[src/rtl/plic_hw_claim_ctrl.sv]
// plic_hw_claim_ctrl: per-target hardware claim/complete sequencer between plic_core and CPU vectored-interrupt ports
module plic_hw_claim_ctrl #(
  parameter int SOURCES      = 35,
  parameter int TARGETS      = 4,
  parameter int GUARD_CYCLES = 2,
  localparam int SOURCES_BITS = $clog2(SOURCES + 1)
) (
  input  logic                              HCLK,
  input  logic                              HRESETn,
  input  logic [TARGETS-1:0]                hw_en,
  input  logic [TARGETS-1:0]                ireq,
  input  logic [TARGETS*SOURCES_BITS-1:0]   id,
  output logic [TARGETS-1:0]                claim,
  output logic [TARGETS-1:0]                complete,
  output logic [TARGETS-1:0]                irq_req,
  output logic [TARGETS*SOURCES_BITS-1:0]   irq_id,
  input  logic [TARGETS-1:0]                irq_ack,
  output logic [TARGETS-1:0]                irq_active,
  input  logic [TARGETS-1:0]                eoi,
  input  logic [TARGETS*SOURCES_BITS-1:0]   eoi_id,
  output logic [TARGETS-1:0]                eoi_err
);
  localparam int SB = SOURCES_BITS;
  // A zero-cycle guard still needs a legal one-bit counter
  localparam int CW = GUARD_CYCLES > 0 ? $clog2(GUARD_CYCLES + 1) : 1;
  typedef enum logic [1:0] {IDLE, OFFER, ACTIVE, GUARD} state_t;
  for (genvar t = 0; t < TARGETS; t++) begin : g_tgt
    state_t st, st_n;
    logic [SB-1:0] id_in, eoi_in, id_q, id_n;
    logic [CW-1:0] cnt, cnt_n;
    logic req_q, req_n, act_q, act_n, clm_q, clm_n, cmp_q, cmp_n, err_q, err_n;
    assign id_in  = id[t*SB +: SB];
    assign eoi_in = eoi_id[t*SB +: SB];
    always_ff @(posedge HCLK) begin
      if (!HRESETn) begin
        st    <= IDLE;
        id_q  <= '0;
        cnt   <= '0;
        req_q <= 1'b0;
        act_q <= 1'b0;
        clm_q <= 1'b0;
        cmp_q <= 1'b0;
        err_q <= 1'b0;
      end else begin
        st    <= st_n;
        id_q  <= id_n;
        cnt   <= cnt_n;
        req_q <= req_n;
        act_q <= act_n;
        clm_q <= clm_n;
        cmp_q <= cmp_n;
        err_q <= err_n;
      end
    end
    always_comb begin
      st_n  = st;
      id_n  = id_q;
      cnt_n = cnt;
      req_n = req_q;
      act_n = act_q;
      clm_n = 1'b0;
      cmp_n = 1'b0;
      err_n = eoi[t] && st != ACTIVE;
      case (st)
        IDLE:
          if (hw_en[t] && ireq[t] && id_in != '0) begin
            id_n  = id_in;
            req_n = 1'b1;
            st_n  = OFFER;
          end
        OFFER:
          if (irq_ack[t]) begin
            clm_n = 1'b1;
            req_n = 1'b0;
            act_n = 1'b1;
            st_n  = ACTIVE;
          end else if (!ireq[t] || !hw_en[t]) begin
            req_n = 1'b0;
            id_n  = '0;
            st_n  = IDLE;
          end
        ACTIVE:
          if (eoi[t] && eoi_in == id_q) begin
            cmp_n = 1'b1;
            act_n = 1'b0;
            id_n  = '0;
            cnt_n = CW'(GUARD_CYCLES);
            st_n  = GUARD_CYCLES == 0 ? IDLE : GUARD;
          end else if (eoi[t]) begin
            err_n = 1'b1;
          end
        GUARD: begin
          st_n  = cnt == '0 ? IDLE : GUARD;
          cnt_n = cnt == '0 ? cnt : cnt - 1'b1;
        end
        default: st_n = IDLE;
      endcase
    end
    assign claim[t]             = clm_q;
    assign complete[t]          = cmp_q;
    assign irq_req[t]           = req_q;
    assign irq_active[t]        = act_q;
    assign eoi_err[t]           = err_q;
    assign irq_id[t*SB +: SB]   = id_q;
  end
endmodule

[config.mk]
export PLATFORM = sky130hd
export DESIGN_NAME = plic_hw_claim_ctrl
export DESIGN_NICKNAME = d
export VERILOG_FILES = /design/src/rtl/plic_hw_claim_ctrl.sv
export SDC_FILE = /design/constraint.sdc
export NUM_CORES = 1
export LEC_CHECK = 0
export ABC_AREA = 1
export BUFFER_PORTS_ARGS = -buffer_cell sky130_fd_sc_hd__buf_4
export CAP_MARGIN = 20
export CORE_MARGIN = 1.5
export CORE_UTILIZATION = 55
export CTS_CLUSTER_DIAMETER = 80
export DETAILED_ROUTE_END_ITERATION = 16
export PLACE_DENSITY = 0.83
export SLEW_MARGIN = 10
export SYNTH_ARGS = -nofsm -noshare
export SYNTH_HDL_FRONTEND = slang
export SYNTH_SLANG_ARGS = --single-unit
[constraint.sdc]
create_clock -name HCLK -period 2.6 [get_ports HCLK]
set_input_delay 0.65 -clock HCLK [delete_from_list [all_inputs] [get_ports HCLK]]
set_output_delay 0.65 -clock HCLK [all_outputs]
set_load 0.01 [all_outputs]
# After elaboration in Yosys (flattened, before gate mapping)
# Index checks and enable logic that the tools add are counted.
[word_totals]
ff_bits = 60
in_bits = 66
output_inout_bits = 44
wordCells = 272
[op_classes]
addsub = 4
eq_ne = 48
muxes = 104
reduce_logical = 84
[op_table]
columns = ["cell", "n"]
rows = [
  ["$mux 6", 16],
  ["$pmux 6 s3", 4],
  ["$mux 2", 28],
  ["$ne 2x2->1 const B", 28],
  ["$reduce_and 3->1", 16],
  ["$mux 1", 40],
  ["$pmux 2 s4", 4],
  ["$eq 6x6->1", 4],
  ["$reduce_bool 2->1", 12],
  ["$reduce_bool 6->1", 4],
  ["$reduce_and 5->1", 4],
  ["$eq 2x2->1 const B", 8],
  ["$logic_and 1x1->1", 16],
  ["$logic_not 2->1", 8],
  ["$pmux 1 s2", 8],
  ["$pmux 2 s2", 4],
  ["$reduce_and 2->1", 8],
  ["$ne 3x3->1 const B", 4],
  ["$reduce_bool 3->1", 4],
  ["$eq 2x1->1 const B", 4],
  ["$logic_not 1->1", 8],
  ["$sub 2x1->2 const B", 4],
  ["$logic_or 1x1->1", 4],
]

# Depth between registers and ports, before layout
# Gate-level depths: netlist of run 1.
[depth]
depth_word = 5
ltp_mapped = 10
ltp_nobuf = 10

# Worst setup path before layout of run 1
# No wires, ideal clock.
[synth_timing]
path_type = "in2reg"
startpoint = "input port eoi_id[21]"
endpoint = "register g_tgt[3].cnt[0]"
setup_ps = 115
arrival_time_ps = 1423
t_required_ps = 2485
setup_slack_ps = 1062
path_stages = 8
n_path_buf = 1
cell_sequence = "xor2_1 -> nor2_1 -> nand4_2 -> nand2_4 -> buf_6 -> nand3_1 -> nand2_1 -> nor2_1"
[synth_via]
elab_chain_cells = 4
[synth_rtl]
columns = ["element", "line_no", "text"]
rows = [
  ["start: declaration", "20", "input logic [TARGETS*SOURCES_BITS-1:0] eoi_id,"],
  ["$eq 6x6->1", "83", "if (eoi[t] && eoi_in == id_q) begin"],
  ["$logic_and 1x1->1", "83", ""],
  ["$ne 2x2->1 (no source line)", "-", ""],
  ["$reduce_and 3->1 (no source line)", "-", ""],
  ["end signal: assignment", "47", "cnt <= cnt_n;"],
  ["end: declaration", "30", "logic [CW-1:0] cnt, cnt_n;"],
]
# No other way between the ends.
# A chain may end at the register's enable or synchronous reset.

# Worst setup path after layout of run 1
[layout_timing]
startpoint = "register g_tgt[2].st[1]"
endpoint = "register g_tgt[2].st[0]"
[layout_via]
elab_chain_cells = 3
word_cells_on_any_way = 9
cone_classes = "6 x eq/ne; 1 x mux; 2 x reduce/logical"
[layout_rtl]
columns = ["element", "line_no", "text"]
rows = [
  ["start: declaration", "28", "state_t st, st_n;"],
  ["start signal: assignment", "45", "st <= st_n;"],
  ["$eq 2x1->1, or another cell as far along", "64", "case (st)"],
  ["$ne 3x3->1 (no source line) / $ne 2x2->1 (equally long branches)", "-", ""],
  ["$reduce_and 3->1 (no source line)", "-", ""],
]
# Several ways; a longest one is shown, not always the timed one.

==> flow_summary.toml, run 1 <==
[placed_design]
gp_routability_congestion = 0.891
dp.cells = 784
postPlaceCellArea_um2 = 4590
dpl.hpwl_um = 6560
pre_cts_ws_ns = 0.786
port_buffers = 109

[synth]
synth_edf_count = 0
synthArstFlopShare_pct = 0
ys_ff_latch = 60
syn_inst = 608
synth.yosys.warnings = 0
syn_area_um2 = 3860
synth.distinct_cells = 27
avgSynthCellArea_um2 = 6.34
yosys_most_used_dff = "dfxtp_1"
syn_nets = 696
yosysSeqAreaShare_pct = 31.1

[die]
fp.coreArea_um2 = 6790
initial_core_util_pct = 56.8
die_w_um = 86.7
core.rowCount = 30
die_y_um = 86.7
pin_count = 110
dieArea_um2 = 7520

[timing]
setup_ws_ns = 0.975
fmax_mhz = 616
setup_tns_ns = 0
setup_viol = 0
final_hold_viol_count = 0
worst_pin_slew_ns = 0.442
fin_crit_ns = 1.62
rsz0062_at_grt = "false"
fin_crit_sh_pct = 62.5
slew_headroom_pct = 70.2
fin_skew_ns = 0.0114
finalMaxSlewViolations = 0

[cells_and_area]
drive_above_1_share_pct = 21.4
multi_input_area_um2 = 2080
seq_area_um2 = 1200
area_growth_pct = 24.6
fin_area_um2 = 4800
num-nets-final = 787
diodes = 0
most-common-layout-cells = "nand2_1, buf_4, nor2_1"
final_common_cell = "nand2_1"
stdcell_count = 800
fillers = 578

[power]
leakagePower_nw = 2.59
powerDensity_nw_per_um2 = 1150
peakVddDrop_uv = 559
p_total_mw = 5.51

[detailed_routing]
vias = 3910
wl_per_cell_um = 10.7
drc = 0
vias_per_cell = 4.89
drtIter0Drc = 107
wl_um = 8560
antenna_left = 0
drt-pass1-iter-count = 4

[outcome]
status = "completed"

[critical_path]
worstSetupStartpoint = "g_tgt[2].st[1]$_SDFFE_PN0P_"
endpoint_kind = "flip-flop"
crit_path_frequent_cell = "nand2_1"
crit_end = "g_tgt[2].st[0]$_SDFFE_PN0P_"
max_stage_delay_ns = 0.41
crit_chain = "inv_1 -> ha_1 -> nand2_1 -> nor2_1 -> a21oi_1 -> nand2_1 -> nand2_1 -> nand2_1 -> nor2_1"
reg2reg_depth = 9
cp_slowest_cell = "dfxtp_1"
worstPathRequired_ns = 2.87
critPathKind = "reg2reg"
reg2reg_slack_ns = 0.98
crit_path_start_kind = "flip-flop"
worstReg2RegEnd = "g_tgt[2].st[0]$_SDFFE_PN0P_"
r2r_start = "g_tgt[2].st[1]$_SDFFE_PN0P_"
arrival_ns = 1.89
cp_max_fo = 5

[clock_tree]
cts_hold_buf = 0
cts_resized = 0
cts_num_sinks = 60
cts_buffers = 9
tritoncts = "yes"
htreeDepth = 3
clk_latency_ns = 0.33
cts_buffer_depth = 2
post-cts-setup-buffer-count = 0
clk_pin_slew_ns = 0.07
cts_root_buf = "clkbuf_8"

[global_routing]
grt_pass1_vias = 3671
track_usage_pct = 23.3
grt_max_degree = 40
overflow = 0
grt_pass1_wl_um = 14400
antenna_found_initial = 0

[worst_hold_path]
hold_class = "reg2reg"
min-delay-start = "g_tgt[3].req_q$_SDFFE_PN0P_"

[flow_run]
cap_violations = 0
[sequential cells by signal (all words and copies together), names as in the netlist]
signal and count:
g_tgt.cmp_q 4, g_tgt.err_q 4, g_tgt.act_q 4, g_tgt.cnt 8, g_tgt.id_q 24, g_tgt.req_q 4, g_tgt.st 8, g_tgt.clm_q 4
[area by class of cell]
| cell class | count | area share (%) |
|---|---|---|
| inverters | 89 | 6.95 |
| well taps | 96 | 2.50 |
| clock inverters | 4 | 1.51 |
| flip-flops and latches | 60 | 25.0 |
| repair buffers | 113 | 17.7 |
| clock buffers | 12 | 3.02 |
| multi-input cells | 426 | 43.4 |
[critical path: cells and delay by family (launching register included)]
| family | cells | cell delay, ns |
|---|---|---|
| AOI/OAI and AO/OA | 1 | 0.31 |
| adders and majority gates | 1 | 0.23 |
| buffers and inverters | 1 | 0.09 |
| DFF | 1 | 0.41 |
| and+or+nand+nor | 6 | 0.52 |
[routing by layer]
metal | up-vias | part of all wire, % | routed length [um] | GRT usage [%]
met5 | - | 0 | 0 | 0
met4 | 0 | 1.8 | 155 | 10.3
met3 | 14 | 3.9 | 331 | 3.14
met2 | 106 | 51 | 4370 | 44.6
met1 | 1757 | 43 | 3700 | 25.2
li1 | 2033 | - | - | -
[per-stage QoR]
step                hold WS (ns)  util (%)
floorplan                  0.421         -
global placement           0.435      67.5
detailed placement         0.440      67.5
CTS                        0.452      70.7
global route               0.470      70.7
finish                     0.446      70.7
[synth_stat cells, types with 2 or more instances]
library cell | number | share of area, %
nor2_1 | 88 | 8.6
or2_2 | 3 | 0.49
nand3_2 | 2 | 0.52
buf_1 | 2 | 0.19
nand3b_1 | 4 | 0.78
nand2_2 | 3 | 0.49
a21oi_1 | 39 | 5.1
clkbuf_1 | 2 | 0.19
nand2_4 | 4 | 1.2
o21a_1 | 2 | 0.39
buf_6 | 3 | 0.88
buf_4 | 20 | 3.9
nand4_2 | 4 | 1.3
nand3_1 | 50 | 6.5
buf_2 | 5 | 0.65
inv_2 | 3 | 0.29
nor2_2 | 4 | 0.65
ha_1 | 22 | 7.1
dfxtp_1 | 60 | 31
nor3_1 | 4 | 0.52
xor2_1 | 4 | 0.91
nand2_1 | 179 | 17
inv_1 | 86 | 8.4
o21ai_0 | 12 | 1.6
[power breakdown]
| part | total [mW] | switching, mW | internal (mW) |
|---|---|---|---|
| logic | 3.02 | 1.77 | 1.25 |
| clock network | 0.936 | 0.370 | 0.565 |
| registers | 1.55 | 0.286 | 1.27 |
[how the worst min path moves through the flow]
stage	endpoint	cells after the start
2_1_floorplan	g_tgt[3].req_q$_SDFFE_PN0P_	2
3_3_place_gp	g_tgt[3].req_q$_SDFFE_PN0P_	2
3_5_place_dp	g_tgt[2].req_q$_SDFFE_PN0P_	2
4_1_cts	g_tgt[2].req_q$_SDFFE_PN0P_	2
5_1_grt	g_tgt[3].req_q$_SDFFE_PN0P_	2
6_report	g_tgt[3].req_q$_SDFFE_PN0P_	2
[logic make-up (layout without fill, tap and decap cells)]
group                      Yosys count  count (layout)  synth area share [%]
AOI/OAI and AO/OA                   54              54                  7.43
xor gates and xnor gates             4               4                 0.908
adders and majority gates           22              22                  7.14
buffers and inverters              122             218                  14.9
DFF                                 60              60                  31.1
and+or+nand+nor                    346             346                  38.5
Note: power is estimated with default switching activity, not from simulation.
==> run 2: changes to the inputs <==
--- a/config.mk
+++ b/config.mk
@@ -5,14 +5,14 @@
 export SDC_FILE = /design/constraint.sdc
 export NUM_CORES = 1
 export LEC_CHECK = 0
-export ABC_AREA = 1
+export ABC_AREA = 0
 export BUFFER_PORTS_ARGS = -buffer_cell sky130_fd_sc_hd__buf_4
 export CAP_MARGIN = 20
 export CORE_MARGIN = 1.5
-export CORE_UTILIZATION = 55
+export CORE_UTILIZATION = 52
 export CTS_CLUSTER_DIAMETER = 80
 export DETAILED_ROUTE_END_ITERATION = 16
-export PLACE_DENSITY = 0.83
+export PLACE_DENSITY = 0.8
 export SLEW_MARGIN = 10
 export SYNTH_ARGS = -nofsm -noshare
 export SYNTH_HDL_FRONTEND = slang
==> constraint.sdc (replaced) <==
create_clock -name HCLK -period 1.6 [get_ports HCLK]
set_input_delay 0.4 -clock HCLK [delete_from_list [all_inputs] [get_ports HCLK]]
set_output_delay 0.4 -clock HCLK [all_outputs]
set_load 0.01 [all_outputs]
==> run 2 against run 1 <==
Compared with the run above:
- the run now ends with negative setup slack left
- critical path depth down 3
- sequential power up 13%
- routed wire length down 1.3%
- area after synthesis down 7.8%
- final cell count down 24%
- combinational power down 55%
- flip-flop and latch count unchanged
- synthesized cell count down 34%
- via count down 16%
- critical endpoint is now g_tgt[2].id_q[1]$_SDFFE_PN0P_
==> flow_summary.toml, run 2 <==
[global_routing]
grt_pass1_wl_um = 13600
grt_use_met2_pct = 40.7
grt-busiest-layer = "met2"
antenna_found_initial = 0
overflow = 0
track_usage_pct = 22.7
grt_pass1_vias = 3184
grt_use_met3_pct = 4.43
grt_max_degree = 39
met1_usage_pct = 26.5

[die]
dieArea_um2 = 7340
die_w_um = 85.7
core.rowCount = 29
die_y_um = 85.7
pin_count = 110
initial_core_util_pct = 54.7
fp.coreArea_um2 = 6490

[cells_and_area]
seq_area_um2 = 1210
final_common_cell = "buf_4"
fillers = 452
most-common-layout-cells = "buf_4, dfxtp_1, nand2_1"
top_register = "g_tgt.id_q"
diodes = 0
num-nets-final = 615
area_growth_pct = 39.5
drive_above_1_share_pct = 38.9
top_regs = "g_tgt.id_q (24), g_tgt.cnt (8), g_tgt.st (8)"
multi_input_area_um2 = 2190
largest_reg_flops = 24

[power]
p_total_mw = 4.62
peakVddDrop_uv = 448
powerDensity_nw_per_um2 = 931
leakagePower_nw = 2.28

[critical_path]
endpoint_kind = "flip-flop"
reg2reg_slack_ns = -0.08
r2r_start = "g_tgt[2].st[0]$_SDFFE_PN0P_"
cp_max_fo = 6
worstPathRequired_ns = 1.86
crit_path_start_kind = "input port"
worstReg2RegEnd = "g_tgt[2].id_q[1]$_SDFFE_PN0P_"
critPathKind = "in2reg"
reg2reg_depth = 7
arrival_ns = 1.93

[synth]
synth_compound_area_share_pct = 15.0
synthArstFlopShare_pct = 0
syn_inst = 403
synth_edf_count = 0
ys_ff_latch = 60
synthAdderAreaFrac_pct = 7.74
yosys-top-cells-area = "dfxtp_1, mux2i_1, ha_1, nand2_1, nand3b_1"
synth_top_family_by_area = "simple AND/OR/NAND/NOR gates"
synth_common_cells = "dfxtp_1, nand2_1, mux2i_1"
synth_xor_xnor_area_share_pct = 5.91
syn_nets = 491
synth-simple-area-share_pct = 19.8
synth.yosys.warnings = 0
syn_area_um2 = 3550
synthMostInstantiatedCell = "dfxtp_1"
muxShareOfSynthArea_pct = 8.17
yosysSeqAreaShare_pct = 33.8
synth_top_area_cell = "dfxtp_1"
yosys_most_used_dff = "dfxtp_1"
netlist.area_leader.share_pct = 33.8
avgSynthCellArea_um2 = 8.82
synth.distinct_cells = 51

[clock_tree]
tritoncts = "yes"
cts_buffers = 9
cts_root_buf = "clkbuf_8"
cts_buffer_depth = 2
cts_num_sinks = 60
htreeDepth = 3
cts_hold_buf = 0
clk_pin_slew_ns = 0.06
clk_latency_ns = 0.33

[detailed_routing]
antenna_left = 0
wl_per_cell_um = 13.9
vias_per_cell = 5.39
drt-pass1-iter-count = 5
vias = 3284
wl_um = 8450
drtIter0Drc = 164
drc = 0

[timing]
fin_skew_ns = 0.00693
setup_ws_ns = -0.0781
rsz0062_at_grt = "true"
worst_pin_slew_ns = 0.410
fmax_mhz = 596
finalMaxSlewViolations = 0
final_hold_viol_count = 0
fin_crit_sh_pct = 105
setup_viol = 19
setup_tns_ns = -0.805
slew_headroom_pct = 72.5
fin_crit_ns = 1.68
whs_ns = 0.294

[placed_design]
dpl.hpwl_um = 6210
gp_routability_congestion = 0.824
port_buffers = 109

[worst_hold_path]
holdPathStages = 3
min-delay-start = "eoi[2]"
whs_endpoint = "g_tgt[2].err_q$_SDFF_PN0_"
hold_class = "in2reg"

[outcome]
status = "complete, but fails checks"
violations = "negative setup slack"

[flow_run]
cap_violations = 0
## run 2: cell count changes after synthesis, sizes merged, moves of 15 or more
cell and delta:
a21oi -15, inv -63, nand3b +20, nor2 -69, mux2i +29, nand2 -135
nand3 -46
## run 2: area by class of cell
cell class	instances	share of cell area, %
Inverter	27	2.04
Sequential cell	60	24.4
Timing Repair Buffer	146	23.2
Clock inverter	5	1.51
Clock buffer	11	2.85
Multi-Input combinational cell	283	44.1
Tap cell	77	1.94
## run 2: how the worst max path moves through the flow
stage / startpoint / cells past startpoint / endpoint / slack (ns)
3_3_place_gp: id[20] / 6 / g_tgt[3].id_q[2]$_SDFFE_PN0P_ / -0.38
6_report: id[12] / 6 / g_tgt[2].id_q[1]$_SDFFE_PN0P_ / -0.08
2_1_floorplan: id[20] / 5 / g_tgt[3].id_q[0]$_SDFFE_PN0P_ / -0.21
5_1_grt: g_tgt[2].st[0]$_SDFFE_PN0P_ / 7 / g_tgt[2].id_q[1]$_SDFFE_PN0P_ / -0.18
3_5_place_dp: id[20] / 6 / g_tgt[3].id_q[2]$_SDFFE_PN0P_ / -0.45
4_1_cts: id[20] / 6 / g_tgt[3].id_q[2]$_SDFFE_PN0P_ / -0.06
## run 2: logic make-up after synthesis
logic type,after synthesis
DFF,60
adders and majority gates,22
AOI/OAI and AO/OA,71
xor gates and xnor gates,24
buffers and inverters,60
muxes,29
and+or+nand+nor,137
## run 2: metrics by stage
stage / area (um2) / cells / util [%] / setup slack [ns]
floorplan: 3580 / 403 / - / -0.211
global placement: 4550 / 590 / 70.0 / -0.379
detailed placement: 4550 / 590 / 70.0 / -0.453
finish: 4960 / 609 / 76.4 / -0.0781
CTS: 4820 / 609 / 74.2 / -0.0560
global route: 4960 / 609 / 76.4 / -0.183
## run 2: worst max-delay path: stages
cell and delay, ns:
buf_6 0.09, or4_4 0.53, o311ai_4 0.30, nor3b_4 0.09, o21ai_4 0.30, mux2i_1 0.22
## run 2: where the power goes
part | leakage [nW] | switching, mW | total [mW] | internal, mW
Clock | 0.113 | 0.596 | 1.51 | 0.912
Combinational | 1.67 | 0.624 | 1.36 | 0.740
Sequential | 0.493 | 0.114 | 1.75 | 1.63
## run 2: metal layers
metal	up-vias	share of wire [%]
met5	-	0
met4	0	1.0
met3	8	6.7
met2	120	49
met1	1528	43
li1	1628	-
## run 2: repair_timing
action / CTS / global route
buffers inserted: 3 / 0
setup endpoints to repair: 22 / 36
pin swaps: 2 / 12
cloned: 0 / 0
gates resized for setup: 8 / 34
==> run 3: changes to the inputs <==
--- a/config.mk
+++ b/config.mk
@@ -5,11 +5,11 @@
 export SDC_FILE = /design/constraint.sdc
 export NUM_CORES = 1
 export LEC_CHECK = 0
-export ABC_AREA = 0
+export ABC_AREA = 1
 export BUFFER_PORTS_ARGS = -buffer_cell sky130_fd_sc_hd__buf_4
 export CAP_MARGIN = 20
 export CORE_MARGIN = 1.5
-export CORE_UTILIZATION = 52
+export CORE_UTILIZATION = 53
 export CTS_CLUSTER_DIAMETER = 80
 export DETAILED_ROUTE_END_ITERATION = 16
 export PLACE_DENSITY = 0.8
==> run 3 against run 2 <==
Compared with the run above:
- the run now ends clean
- sequential share of layout area about the same
- combinational power rose to 3.9 times the previous value
- utilization down 4.7 points
- clock skew about the same
- via count up 20%
- final cell count up 33%
- worst setup slack better by 0.18 ns
- critical path type is now reg2reg
==> flow_summary.toml, run 3 (synthesis gave the netlist of run 1 again) <==
[outcome]
status = "completed"

[critical_path]
crit_path_start_kind = "flip-flop"
cp_max_fo = 6
cp_slowest_cell = "dfxtp_2"
arrival_ns = 1.73
crit_path_frequent_cell = "nand3_1"
critPathKind = "reg2reg"
worstPathRequired_ns = 1.82
max_stage_delay_ns = 0.34
endpoint_kind = "flip-flop"
crit_chain = "inv_1 -> ha_1 -> nand3_1 -> nand3_1 -> a21oi_2 -> buf_4 -> nand3_1 -> nand2_1 -> nor2_1"

[global_routing]
antenna_found_initial = 0
grt_pass1_wl_um = 13800
grt_max_degree = 26
overflow = 0
track_usage_pct = 21.9
grt_pass1_vias = 3536

[clock_tree]
cts_hold_buf = 0
cts_num_sinks = 60
cts_buffers = 9
tritoncts = "yes"
clk_pin_slew_ns = 0.06
clk_latency_ns = 0.33
cts_root_buf = "clkbuf_8"
htreeDepth = 3
cts_buffer_depth = 2

[die]
die_y_um = 88.3
fp.coreArea_um2 = 6910
die_w_um = 88.3
pin_count = 110
core.rowCount = 30
dieArea_um2 = 7800
initial_core_util_pct = 55.9

[timing]
final_hold_viol_count = 0
fin_crit_sh_pct = 93.8
slew_headroom_pct = 71.9
whs_ns = 0.330
fmax_mhz = 666
setup_viol = 0
fin_skew_ns = 0.00691
worst_pin_slew_ns = 0.417
setup_tns_ns = 0
fin_crit_ns = 1.50
finalMaxSlewViolations = 0

[cells_and_area]
stdcell_count = 813
top_register = "g_tgt.id_q"
drive_above_1_share_pct = 26.1
fin_area_um2 = 4950
diodes = 0
most-common-layout-cells = "nand2_1, buf_4, nor2_1"
fillers = 598
final_common_cell = "nand2_1"
area_growth_pct = 28.3
num-nets-final = 801
largest_reg_flops = 24
top_regs = "g_tgt.id_q (24), g_tgt.cnt (8), g_tgt.st (8)"

[power]
powerDensity_nw_per_um2 = 1840
leakagePower_nw = 2.65
p_total_mw = 9.09
peakVddDrop_uv = 1000

[placed_design]
postPlaceCellArea_um2 = 4640
port_buffers = 109
dp.cells = 790
gp_routability_congestion = 0.853
dpl.hpwl_um = 6480

[worst_hold_path]
hold_class = "in2reg"

[detailed_routing]
drc = 0
vias = 3939
vias_per_cell = 4.85
drt-pass1-iter-count = 4
wl_per_cell_um = 10.8
drtIter0Drc = 109
wl_um = 8810
antenna_left = 0

[flow_run]
cap_violations = 0
[run 3: cell count changes in the layout (fill, tap and decap cells not counted), moves of 10 or more]
cell / change
buf_4: -16
nand3_1: +44
inv_1: +57
a21oi_1: +16
nand2_1: +126
xnor2_1: -10
nor2_1: +67
mux2i_1: -29
nand3b_1: -20
[run 3: per-layer routing]
metal | global-route usage [%] | part of all wire [%] | up-vias
met5 | 0 | 0 | -
met4 | 9.52 | 1.9 | 0
met3 | 3.64 | 4.3 | 14
met2 | 41.4 | 50 | 91
met1 | 24.0 | 44 | 1774
li1 | - | - | 2060
[run 3: cell type report]
class | count | area [um2] | area share (%)
clock inverter | 2 | 10.0 | 0.202
clock buffer | 13 | 159 | 3.21
sequential | 60 | 1210 | 24.4
timing repair buffer | 127 | 958 | 19.4
multi-input combinational | 426 | 2160 | 43.7
tap | 96 | 120 | 2.43
inverter | 89 | 334 | 6.75
[run 3: path summary, 6_finish.rpt]
check	startpoint	end	slack [ns]	depth (start not counted)
worst min register to register	g_tgt[3].req_q$_SDFFE_PN0P_	g_tgt[3].req_q$_SDFFE_PN0P_	0.44	2
worst min-delay path	eoi[0]	g_tgt[0].err_q$_SDFF_PN0_	0.33	3
worst max register to register	g_tgt[0].st[1]$_SDFFE_PN0P_	g_tgt[0].id_q[0]$_SDFFE_PN0P_	0.1	9
worst max-delay path	g_tgt[0].st[1]$_SDFFE_PN0P_	g_tgt[0].id_q[0]$_SDFFE_PN0P_	0.1	9
[run 3: power breakdown]
part           internal [mW]  total [mW]  switching [mW]  leakage (nW)
combinational           2.32        5.32            3.00          2.07
clock                  0.634        1.21           0.578        0.0893
sequential              2.08        2.55           0.477         0.496
total                   5.03        9.09            4.06          2.65
[run 3: repair_timing]
action,in CTS,in global routing
setup endpoints to repair,0,34
setup buffers,0,5
resized for setup,0,32
[run 3: through the flow]
step / utilization, % / setup WS (ns)
floorplan: - / 0.135
global placement: 67.2 / 0.0657
CTS: 69.7 / 0.00324
detailed placement: 67.2 / -0.0108
global route: 71.7 / -0.0379
finish: 71.7 / 0.0995
[run 3: critical path: cells and delay by family (launching register included)]
family | cells | cell delay [ns]
flops | 1 | 0.34
buf+inv | 2 | 0.25
compound gates | 1 | 0.16
simple gates | 5 | 0.42
fa+ha+maj | 1 | 0.22
